File: src/rtl/opctrl_pkg.sv
// Shared types and constants for the operand entry / sequencing controller.
package opctrl_pkg;

  typedef enum logic [2:0] {
    ENTER_A = 3'd0,
    LOAD_A  = 3'd1,
    ENTER_B = 3'd2,
    LOAD_B  = 3'd3,
    START   = 3'd4,
    WAIT    = 3'd5,
    RESULT  = 3'd6,
    ERROR   = 3'd7
  } state_t;

  localparam logic [3:0] KEY_ENTER  = 4'hA;
  localparam logic [3:0] KEY_CLEAR  = 4'hC;
  localparam int         MAX_DIGITS = 3;
  localparam int         ACC_W      = 8;

endpackage

File: src/rtl/operand_accum.sv
// Decimal operand accumulator: builds a value of up to MAX_DIGITS digits,
// refusing any digit that would push the value past 255 or exceed the digit count.
module operand_accum
  import opctrl_pkg::*;
(
  input  logic             clk,
  input  logic             rst,
  input  logic             digit_en,
  input  logic [3:0]       digit,
  input  logic             clr,
  output logic [ACC_W-1:0] acc,
  output logic [1:0]       digit_cnt
);

  localparam logic [1:0] MAX_CNT = 2'(MAX_DIGITS);

  // Candidate value is formed wide enough (12 bits) that 255*10+9 cannot wrap.
  logic [11:0] next_val;
  logic        accept;

  assign next_val = ({4'b0, acc} * 12'd10) + {8'b0, digit};
  assign accept   = digit_en && (digit_cnt < MAX_CNT) && (next_val <= 12'd255);

  // Accumulator and digit counter; clear wins over a new digit.
  always_ff @(posedge clk) begin
    if (rst || clr) begin
      acc       <= '0;
      digit_cnt <= '0;
    end else if (accept) begin
      acc       <= next_val[ACC_W-1:0];
      digit_cnt <= digit_cnt + 2'd1;
    end
  end

endmodule

File: src/rtl/operand_seq_ctrl.sv
// Operand sequencing controller: takes two decimal operands from a keypad,
// strobes them into operand registers, starts the arithmetic unit and
// supervises completion with a timeout.
module operand_seq_ctrl
  import opctrl_pkg::*;
#(
  parameter int TIMEOUT_CYC = 1024
) (
  input  logic       clk,
  input  logic       rst,
  input  logic       key_valid,
  input  logic [3:0] key,
  input  logic       op_done,
  output logic [7:0] num,
  output logic       load_a,
  output logic       load_b,
  output logic       op_start,
  output logic       busy,
  output logic [1:0] stage,
  output logic       err
);

  localparam int TW = (TIMEOUT_CYC > 1) ? $clog2(TIMEOUT_CYC) : 1;

  state_t          state, state_nxt;
  logic [TW-1:0]   timer;
  logic [1:0]      digit_cnt;
  logic            in_entry;
  logic            key_digit;
  logic            key_enter;
  logic            clear_ok;
  logic            timeout;
  logic            acc_clr;

  assign in_entry  = (state == ENTER_A) || (state == ENTER_B);
  assign key_digit = key_valid && (key <= 4'h9);
  assign key_enter = key_valid && (key == KEY_ENTER) && (digit_cnt != 2'd0);
  assign clear_ok  = key_valid && (key == KEY_CLEAR) &&
                     (in_entry || (state == RESULT) || (state == ERROR));
  // op_done on the last allowed cycle takes priority over the timeout.
  assign timeout   = (state == WAIT) && !op_done && (timer == TW'(TIMEOUT_CYC - 1));
  // The operand is consumed on the cycle after its load strobe.
  assign acc_clr   = (state == LOAD_A) || (state == LOAD_B) || clear_ok;

  operand_accum u_accum (
    .clk       (clk),
    .rst       (rst),
    .digit_en  (key_digit && in_entry),
    .digit     (key),
    .clr       (acc_clr),
    .acc       (num),
    .digit_cnt (digit_cnt)
  );

  // State register.
  always_ff @(posedge clk) begin
    if (rst) state <= ENTER_A;
    else     state <= state_nxt;
  end

  // Next-state decode.
  always_comb begin
    state_nxt = state;
    case (state)
      ENTER_A: begin
        if (clear_ok)       state_nxt = ENTER_A;
        else if (key_enter) state_nxt = LOAD_A;
      end
      LOAD_A:  state_nxt = ENTER_B;
      ENTER_B: begin
        if (clear_ok)       state_nxt = ENTER_A;
        else if (key_enter) state_nxt = LOAD_B;
      end
      LOAD_B:  state_nxt = START;
      START:   state_nxt = WAIT;
      WAIT: begin
        if (op_done)        state_nxt = RESULT;
        else if (timeout)   state_nxt = ERROR;
      end
      RESULT, ERROR: begin
        if (clear_ok)       state_nxt = ENTER_A;
      end
      default:              state_nxt = ENTER_A;
    endcase
  end

  // Wait timer: counts cycles spent in WAIT, held at zero elsewhere.
  always_ff @(posedge clk) begin
    if (rst || (state != WAIT)) timer <= '0;
    else                        timer <= timer + 1'b1;
  end

  // Sticky timeout flag, released only by clear or reset.
  always_ff @(posedge clk) begin
    if (rst)           err <= 1'b0;
    else if (timeout)  err <= 1'b1;
    else if (clear_ok) err <= 1'b0;
  end

  // Moore output decode.
  always_comb begin
    load_a   = 1'b0;
    load_b   = 1'b0;
    op_start = 1'b0;
    busy     = 1'b0;
    stage    = 2'd0;
    case (state)
      ENTER_A: stage = 2'd0;
      LOAD_A:  begin load_a = 1'b1; stage = 2'd0; end
      ENTER_B: stage = 2'd1;
      LOAD_B:  begin load_b = 1'b1; busy = 1'b1; stage = 2'd1; end
      START:   begin op_start = 1'b1; busy = 1'b1; stage = 2'd2; end
      WAIT:    begin busy = 1'b1; stage = 2'd2; end
      RESULT, ERROR: stage = 2'd3;
      default: stage = 2'd0;
    endcase
  end

endmodule

File: config.mk
export PLATFORM = sky130hd
export DESIGN_NAME = operand_seq_ctrl
export DESIGN_NICKNAME = d
export VERILOG_FILES = /design/src/rtl/opctrl_pkg.sv /design/src/rtl/operand_accum.sv /design/src/rtl/operand_seq_ctrl.sv
export SDC_FILE = /design/constraint.sdc
export NUM_CORES = 1
export LEC_CHECK = 0
export ABC_CLOCK_PERIOD_IN_PS = 3500
export CORE_MARGIN = 8
export CORE_UTILIZATION = 54
export CTS_CLUSTER_DIAMETER = 40
export DETAILED_ROUTE_END_ITERATION = 10
export PLACE_DENSITY = 0.79
export SKIP_LAST_GASP = 1
export SLEW_MARGIN = 5
export SYNTH_ARGS = -nofsm -noshare
export SYNTH_HDL_FRONTEND = slang
export SYNTH_SLANG_ARGS = --single-unit
export TNS_END_PERCENT = 1
File: constraint.sdc
create_clock -name clk -period 3.5 [get_ports clk]
set_clock_uncertainty 0.2 [all_clocks]
set_input_delay 0.525 -clock clk [delete_from_list [all_inputs] [get_ports clk]]
set_output_delay 0.525 -clock clk [all_outputs]
set_load 0.005 [all_outputs]
==> out/results.ini, run 1 <==
[sta]
finalCritPeriodShare_pct=84.1
setup_viol=0
worst-slew-pin-transition_ps=614
relSlewSlack_pct=59.1
rsz0062_at_grt=no
final.setup.tns_ps=0
fmax_ghz=0.340
finalHoldViolCount=0
post-route-min-period_ps=2940
slew_viol_final=0

[clock_network]
ctsResizeCount=0
path_clk_slew_ps=130
clock_path_buffers=2
clockRootBuffer=clkbuf_4
post_cts_buffers=0
hold_buffers=0
cts_tree=built
cts_max_level=1
clock_sinks=24
clk-insertion-delay-late_ps=320
cts_buffers=3

[layout]
diodes=0
layout.area.seq_sq_um=480
syn_to_final_growth_pct=17.8
num-nets-final=241
fin_util_pct=67.1
fill_cells=245
instances_no_fill=243
drive_above_1_share_pct=3.77
multi_input_area_sq_mm=0.00102

[critical_path]
cp.depth=11
cpMostUsedCell=ha_1
critPathKind=reg -> reg
slowest_delay_ps=450
path_cells=ha_1 > ha_1 > inv_1 > fa_1 > nand2b_1 > a21oi_1 > xor2_1 > a211oi_1 > o21ai_0 > buf_4 > mux2i_1
cp_data_required_time_ps=3560
arrival_ps=3000
worst_setup_path_end_kind=flip-flop
path_max_fanout=10
cp-start-kind=flip-flop
ff2ff_setup_slack_ps=560
cp_slowest_cell=fa_1
rr_startpoint=u_accum.acc[1]
worst-path-buf-inv=2
r2r_end=u_accum.acc[6]
reg2regPathDepth=11
path_delay_family=adder cells
crit_end=u_accum.acc[6]
crit_start=u_accum.acc[1]

[worst_hold_path]
holdPathStages=1
hold_path.class=reg -> reg
hp-start=timer[0]

[power_and_ir_drop]
peakVddDrop_v=0.000293
p_leak_uw=0.000822
powerDensity_mw_per_mm2=387

[yosys]
ys_warn_count=0
async_flop_share_pct=0
avgSynthCellArea_sq_um=8.25
synth_area_sq_mm=0.00158
synth_edf_count=0
netlist_top_cells_area=dfxtp_1, ha_1, nand2_1
syn-num-nets=220
post-synth-top-area-fraction_pct=30.3
ys_ff_latch=24
synthCells=192
synth_cell_types=36
yosysSeqAreaShare_pct=30.3
yosysTopAreaCell=dfxtp_1
synth_flop_cell=dfxtp_1

[flow_run]
drv_cap=0

[placement]
post-place-cells=239
io_buffer_count=22
dpl.hpwl_um=2740
place.gp.congestion=0.851

[grt]
overflow=0
antenna_found_initial=0
grt_max_degree=20
grt_use_total_pct=14.2
grt_pass1_wl_um=5750
grt_pass1_vias=1299

[floorplan]
io_pins=23
dieHeight_um=70.2
num_rows=19
die_area_sq_mm=0.00492
core_area_sq_mm=0.00278
dieWidth_um=70.2
initial_core_util_pct=57.0

[drt]
drt_pass1_iterations=4
routed_wl_um=3420
drtAntennaViolNets=0
drt_iter0_drc=79
drc=0
route.detailed.wl_per_inst_um=14.1
vias_per_cell=5.57
vias=1353

[outcome]
outcome=completed

-- worst register-to-register path, stage by stage (launching register included) --
cell      delay (ps)
dfxtp_1          390
ha_1             310
ha_1             180
inv_1             70
fa_1             450
nand2b_1         190
a21oi_1          160
xor2_1           260
a211oi_1          80
o21ai_0          150
buf_4            230
mux2i_1          210
-- how the worst min path moves through the flow --
stage | end | slack (ps)
after floorplan | timer[0] | 230
after detailed placement | timer[0] | 250
after global placement | timer[0] | 240
final | timer[0] | 280
after CTS | timer[0] | 280
after global routing | timer[0] | 310
-- per-layer routing --
layer | vias up | global-route usage (%) | wire (um)
li1 | 695 | - | -
met1 | 609 | 15.9 | 1460
met2 | 36 | 23.0 | 1600
met3 | 13 | 3.25 | 204
met4 | 0 | 10.7 | 148
met5 | - | 0 | 0
-- registers in the layout (all words and copies together), names as in the netlist --
name and cells:
state 3, u_accum.digit_cnt 2, err 1, u_accum.acc 8, timer 10
-- cell families (layout without fill, tap and decap cells) --
kind of cell / count (synthesis) / in the layout / synth area share (%)
simple gates: 80 / 80 / 23.5
compound gates: 24 / 24 / 9.56
flops: 24 / 24 / 30.3
fa+ha+maj: 20 / 20 / 16.7
buf+inv: 19 / 39 / 5.21
xor+xnor: 15 / 15 / 8.29
mux: 10 / 10 / 6.40
-- report_power, final --
part	switching (uW)	internal (uW)	total (uW)
clock	85.3	116	201
sequential	21.5	290	311
combinational	107	102	210
-- through the flow --
step	cell area, sq um	hold WS, ps	worst slack (ps)	total power [uW]
after floorplan	1580	226	810	454
final	1870	282	558	722
after detailed placement	1810	253	585	527
after global routing	1870	312	355	764
after CTS	1870	284	555	729
after global placement	1810	237	656	518
-- area by class of cell --
type | instances | area share [%]
timing repair buffer | 23 | 12.2
clock inverter | 1 | 1.61
tap | 31 | 2.08
sequential | 24 | 25.8
clock buffer | 3 | 1.21
multi-input combinational | 149 | 54.7
inverter | 12 | 2.41
-- cells in the mapped netlist (all sizes together) (3+ instances only) --
cell type  number
nor3            5
o21ai           9
a21oi           7
nand3           6
mux2i           9
inv            12
clkbuf          6
nand2          31
xor2           10
xnor2           5
ha             18
dfxtp          24
or3             3
nor2           20
-- layout by cell type (no fill, tap or decap), drive strengths merged, types with 3 or more instances in the layout --
| cell type | count |
|---|---|
| o21ai | 9 |
| dfxtp | 24 |
| clkdlybuf4s50 | 22 |
| xor2 | 10 |
| nor3 | 5 |
| inv | 12 |
| xnor2 | 5 |
| clkbuf | 3 |
| nand2 | 31 |
| ha | 18 |
| nor2 | 20 |
| a21oi | 7 |
| mux2i | 9 |
| nand3 | 6 |
| or3 | 3 |
Power figures use the tool's default switching activity.
==> run 2: changes to the inputs <==
--- a/config.mk
+++ b/config.mk
@@ -5,7 +5,7 @@
 export SDC_FILE = /design/constraint.sdc
 export NUM_CORES = 1
 export LEC_CHECK = 0
-export ABC_CLOCK_PERIOD_IN_PS = 3500
+export ABC_CLOCK_PERIOD_IN_PS = 2900
 export CORE_MARGIN = 8
 export CORE_UTILIZATION = 54
 export CTS_CLUSTER_DIAMETER = 40
==> constraint.sdc (replaced) <==
create_clock -name clk -period 2.9 [get_ports clk]
set_clock_uncertainty 0.2 [all_clocks]
set_input_delay 0.435 -clock clk [delete_from_list [all_inputs] [get_ports clk]]
set_output_delay 0.435 -clock clk [all_outputs]
set_load 0.005 [all_outputs]
==> run 2 against run 1 <==
Core utilization rose by 1.1 points. Combinational power increased by 32%. Maximum frequency up 4.3%. Via count is 3.4% higher. Cell count up 1.2%. Critical path depth unchanged. Routed wire length increased by 4.4%. Clock power up 19%. Sequential share of layout area is 0.34 points lower. Global-route usage is 0.26 points higher. Setup slack lost 480 ps. Register-to-register slack worse by 480 ps. Highest routed layer unchanged.
==> out/results.ini, run 2 (synthesized netlist as in run 1, its figures left out) <==
[outcome]
outcome=completed

[floorplan]
num_rows=19  ; unchanged
die_area_sq_mm=0.00492  ; unchanged
core_area_sq_mm=0.00278  ; unchanged
dieHeight_um=70.2  ; unchanged
io_pins=23  ; unchanged
dieWidth_um=70.2  ; unchanged
initial_core_util_pct=57.0  ; unchanged

[layout]
fin_util_pct=68.2  ; +1.1 points
drive_above_1_share_pct=6.51  ; +2.7 points
diodes=0  ; unchanged
layout_commonest_cell=nand2_1
layout_common_cells=nand2_1, dfxtp_1, clkdlybuf4s50_1
syn_to_final_growth_pct=19.7
top_regs=timer (10), u_accum.acc (8), state (3)
largest_register_ffs=10  ; unchanged
num-nets-final=244  ; +1.2%
top_register=timer

[drt]
drtAntennaViolNets=0  ; unchanged
drc=0  ; unchanged
route.detailed.wl_per_inst_um=14.5  ; +3.1%
vias_per_cell=5.69  ; +2.1%
drt_pass1_iterations=4  ; unchanged
vias=1399  ; +3.4%
drt_iter0_drc=92  ; +16%
routed_wl_um=3570  ; +4.4%

[sta]
post-route-min-period_ps=2820  ; -123 ps
worst-slew-pin-transition_ps=641  ; +27.0 ps
fmax_ghz=0.355  ; +4.3%
fin_ws_ps=80.5  ; -477 ps
finalHoldViolCount=0  ; unchanged
setup_viol=0  ; unchanged
relSlewSlack_pct=57.3  ; -1.8 points
finalCritPeriodShare_pct=97.2  ; +13 points
slew_viol_final=0  ; unchanged

[worst_hold_path]
hold_path.class=reg -> reg
holdPathStages=2  ; +1

[critical_path]
critPathKind=reg -> reg
cp-start-kind=flip-flop
cp_slowest_cell=fa_2
path_cells=ha_1 > ha_1 > inv_1 > fa_2 > nand2b_1 > a21oi_2 > xor2_1 > a211oi_1 > o21ai_1 > buf_4 > mux2i_1
reg2regPathDepth=11  ; unchanged
arrival_ps=2870  ; -130 ps
cpMostUsedCell=ha_1
slowest_delay_ps=400  ; -50 ps
worst_setup_path_end_kind=flip-flop
path_max_fanout=5  ; -5
cp_data_required_time_ps=2950  ; -610 ps

[power_and_ir_drop]
pwr-share-clk_pct=26.9  ; -1.0 points
fin_total_pwr_uw=890  ; +23%
powerDensity_mw_per_mm2=469  ; +21%
pwr-share-seq_pct=41.8  ; -1.3 points
internal_power_uw=624  ; +23%
peakVddDrop_v=0.000427  ; +46%
p_leak_uw=0.000839  ; +2.0%
power.share.combinational_pct=31.3  ; +2.3 points
power_switching_uw=265  ; +24%
sw_frac_of_total_pct=29.8  ; +0.16 points

[grt]
grt_pass1_wl_um=6180  ; +7.3%
grt_use_total_pct=14.5  ; +0.26 points
overflow=0  ; unchanged
grt_max_degree=20  ; unchanged
antenna_found_initial=0  ; unchanged
grt_pass1_vias=1405  ; +8.2%

[clock_network]
clk-insertion-delay-late_ps=310  ; about the same
path_clk_slew_ps=130  ; about the same
cts_max_level=1  ; unchanged
cts_tree=built
clock_sinks=24  ; unchanged
cts_buffers=3  ; unchanged
clockRootBuffer=clkbuf_4
hold_buffers=0  ; unchanged
post_cts_buffers=0  ; unchanged
clock_path_buffers=2  ; unchanged

[placement]
dpl.hpwl_um=2830  ; +3.1%
io_buffer_count=22  ; unchanged
place.gp.congestion=0.847  ; -0.45%
dp_slack_ps=47.1  ; -538 ps

[flow_run]
drv_cap=0  ; unchanged

## run 2: cell count changes in the layout (fill, tap and decap cells not counted)
cell     previous run  this run
a21oi_2             0         1
a21oi_1             7         6
dfxtp_2             0         1
fa_1                2         1
buf_4               1         4
o21ai_1             0         1
o21ai_0             9         8
dfxtp_1            24        23
fa_2                0         1
## run 2: per-stage QoR
stage | setup TNS [ps] | instances | area, sq um | hold WS, ps
6_report | 0 | 246 | 1900 | 308
5_1_grt | -16.9 | 246 | 1900 | 330
4_1_cts | 0 | 246 | 1890 | 310
3_5_place_dp | 0 | 242 | 1840 | 284
3_3_place_gp | 0 | 242 | 1840 | 235
2_1_floorplan | 0 | 192 | 1580 | 226
## run 2: worst max-delay path, delay by kind of cell, from the launching register on
kind / cells / cell delay [ps]
fa+ha+maj: 3 / 890
compound gates: 3 / 450
flops: 1 / 350
buf+inv: 2 / 290
xor+xnor: 1 / 210
mux: 1 / 200
simple gates: 1 / 180
## run 2: worst paths after layout
path	from	to	slack, ps
min	u_accum.digit_cnt[1]	u_accum.digit_cnt[1]	310
max	u_accum.acc[1]	u_accum.acc[1]	80
max reg2reg	u_accum.acc[1]	u_accum.acc[1]	80
min reg2reg	u_accum.digit_cnt[1]	u_accum.digit_cnt[1]	310
## run 2: final cells by class
| class | instances | area [sq um] |
|---|---|---|
| Clock buffer | 3 | 22.5 |
| Clock inverter | 1 | 30.0 |
| Fill cell | 234 | 886 |
| Inverter | 12 | 45.0 |
| Multi-Input combinational cell | 149 | 1030 |
| Sequential cell | 24 | 482 |
| Tap cell | 31 | 38.8 |
| Timing Repair Buffer | 26 | 250 |
## run 2: per-layer routing
layer  global-route usage [%]  vias to the layer above  wire length, um
li1                         -                      701                -
met1                     16.7                      648             1550
met2                     25.9                       42             1740
met3                     2.40                        8              196
met4                     5.58                        0               86
met5                        0                        -                0
## run 2: power by group through the flow
stage	clock network, uW	logic, uW	registers [uW]
after floorplan	0	172	376
after global routing	260	307	375
final	239	278	372
after detailed placement	0	271	379
after CTS	245	275	371
after global placement	0	258	377
## run 2: repair_timing
action	in CTS	in global routing
gates resized for setup	2	2
endpoints found under the hold margin	0	0
endpoints found under the setup margin	9	10
pin swaps	0	2
==> run 3: changes to the inputs <==
--- a/config.mk
+++ b/config.mk
@@ -7,10 +7,11 @@
 export LEC_CHECK = 0
 export ABC_CLOCK_PERIOD_IN_PS = 2900
 export CORE_MARGIN = 8
-export CORE_UTILIZATION = 54
+export CORE_UTILIZATION = 60
 export CTS_CLUSTER_DIAMETER = 40
 export DETAILED_ROUTE_END_ITERATION = 10
-export PLACE_DENSITY = 0.79
+export DONT_BUFFER_PORTS = 1
+export PLACE_DENSITY = 0.76
 export SKIP_LAST_GASP = 1
 export SLEW_MARGIN = 5
 export SYNTH_ARGS = -nofsm -noshare
==> run 3 against run 2 <==
Die area decreased by 7.8%. Flip-flop and latch count unchanged. Count of clock-buffer cells in the layout increased by 1. Routed wire length decreased by 4.4%. Non-clock buffer count decreased by 20. First-iteration DRC count decreased by 6.5%. Via count decreased by 8.1%. Critical path type unchanged. Largest cell class unchanged.
==> out/results.ini, run 3 (synthesized netlist as in run 1, its figures left out) <==
[sta]
finalHoldViolCount=0  ; unchanged
fmax_ghz=0.359  ; +1.2%
finalCritPeriodShare_pct=96.1  ; -1.1 points
slew_viol_final=0  ; unchanged
setup_viol=0  ; unchanged
relSlewSlack_pct=60.2  ; +3.0 points
worst-slew-pin-transition_ps=596  ; -44.6 ps
post-route-min-period_ps=2790  ; -33.0 ps
final.setup.tns_ps=0  ; unchanged
whs_ps=99.1  ; -209 ps

[layout]
multi_input_area_sq_mm=0.00104  ; +1.7%
fill_cells=203  ; -13%
largest_register_ffs=10  ; unchanged
instances_no_fill=225  ; -8.5%
top_regs=timer (10), u_accum.acc (8), state (3)
drive_above_1_share_pct=9.74  ; +3.2 points
layout_commonest_cell=nand2_1
diodes=0  ; unchanged
top_register=timer
num-nets-final=224  ; -8.2%
layout.area.seq_sq_um=483  ; +0.26%
layout_common_cells=nand2_1, dfxtp_1, nor2_1
syn_to_final_growth_pct=6.95

[worst_hold_path]
hold_end=u_accum.acc[0]
hold_path.class=in -> reg
holdPathStages=2  ; unchanged
hp-start=key[0]

[critical_path]
rr_startpoint=u_accum.acc[3]
critPathKind=reg -> reg
arrival_ps=2830  ; -40 ps
r2r_end=u_accum.acc[0]
cp-start-kind=flip-flop
cp_data_required_time_ps=2950  ; about the same
reg2regPathDepth=11  ; unchanged
ff2ff_setup_slack_ps=110  ; +30 ps
worst_setup_path_end_kind=flip-flop
path_max_fanout=6  ; +1

[clock_network]
cts_tree=built
clk-insertion-delay-late_ps=310  ; about the same
cts_max_level=1  ; unchanged
clock_path_buffers=2  ; unchanged
clock_sinks=24  ; unchanged
cts_buffers=3  ; unchanged
clockRootBuffer=clkbuf_4
path_clk_slew_ps=140  ; about the same

[floorplan]
die_area_sq_mm=0.00454  ; -7.8%
core_area_sq_mm=0.00250  ; -10%
num_rows=18  ; -1
io_pins=23  ; unchanged
dieWidth_um=67.4  ; -4.0%
initial_core_util_pct=63.4  ; +6.4 points
dieHeight_um=67.4  ; -4.0%

[placement]
post-place-cells=219  ; -9.5%
dpl.hpwl_um=2690  ; -5.1%
place.gp.congestion=0.864  ; +1.9%
io_buffer_count=0  ; -100%

[grt]
overflow=0  ; unchanged
antenna_found_initial=0  ; unchanged
grt_pass1_wl_um=5640  ; -8.7%
grt_pass1_vias=1245  ; -11%
grt_max_degree=20  ; unchanged
grt_use_total_pct=15.7  ; +1.2 points

[drt]
drt_iter0_drc=86  ; -6.5%
vias=1286  ; -8.1%
routed_wl_um=3410  ; -4.4%
drt_pass1_iterations=4  ; unchanged
drc=0  ; unchanged
drtAntennaViolNets=0  ; unchanged
route.detailed.wl_per_inst_um=15.2  ; +4.6%
vias_per_cell=5.72  ; +0.50%

[outcome]
outcome=completed

[flow_run]
drv_cap=0  ; unchanged

[power_and_ir_drop]
fin_total_pwr_uw=796  ; -11%
p_leak_uw=0.000769  ; -8.4%
peakVddDrop_v=0.000300  ; -30%
powerDensity_mw_per_mm2=470  ; about the same

-- run 3: routing by layer --
| metal | global-route usage, % | vias up | share of wire, % |
|---|---|---|---|
| met2 | 29.5 | 28 | 52 |
| met3 | 3.48 | 4 | 5.8 |
| met1 | 17.1 | 597 | 40 |
| met5 | 0 | - | 0 |
| li1 | - | 657 | - |
| met4 | 4.70 | 0 | 1.8 |
-- run 3: repair_timing --
action,4_1_cts,5_1_grt
hold endpoints to repair,4,0
setup buffers,0,1
gates resized for setup,2,6
hold buffers,1,0
pin swaps,0,1
setup endpoints to repair,6,10
gates cloned,0,0
-- run 3: where the power goes --
part,total [uW],internal [uW],switching (uW)
Clock,177,76.6,101
Combinational,244,108,136
Sequential,374,350,23.7
-- run 3: critical path, stage by stage, from the launching register on --
cell,delay (ps)
dfxtp_1,340
ha_1,280
ha_1,160
inv_1,60
fa_2,410
nand2b_4,160
a21oi_2,160
xor2_1,250
a211oi_1,80
o21ai_1,200
buf_4,200
mux2i_1,210
-- run 3: worst max path at each step --
| stage | startpoint | endpoint | slack [ps] | cells past startpoint |
|---|---|---|---|---|
| after global placement | u_accum.acc[2] | u_accum.acc[0] | 150 | 11 |
| after detailed placement | u_accum.acc[2] | u_accum.acc[0] | -6 | 11 |
| after floorplan | u_accum.acc[1] | u_accum.acc[0] | 210 | 11 |
| final | u_accum.acc[3] | u_accum.acc[0] | 110 | 11 |
| after global routing | u_accum.acc[0] | u_accum.acc[0] | -60 | 11 |
| after CTS | u_accum.acc[3] | u_accum.acc[0] | 50 | 11 |
-- run 3: cell type report --
class / instances / share of cell area [%]
timing repair buffer: 6 / 2.81
sequential: 24 / 28.5
tap: 30 / 2.22
multi-input combinational: 149 / 61.7
clock buffer: 4 / 2.14
inverter: 12 / 2.66
-- run 3: through the flow --
step / utilization, % / worst slack [ps] / instance area (sq um)
finish: 67.8 / 114 / 1690
global route: 67.8 / -61.6 / 1690
CTS: 66.5 / 49.3 / 1660
detailed placement: 64.6 / -5.99 / 1610
global placement: 64.6 / 149 / 1610
floorplan: - / 210 / 1580
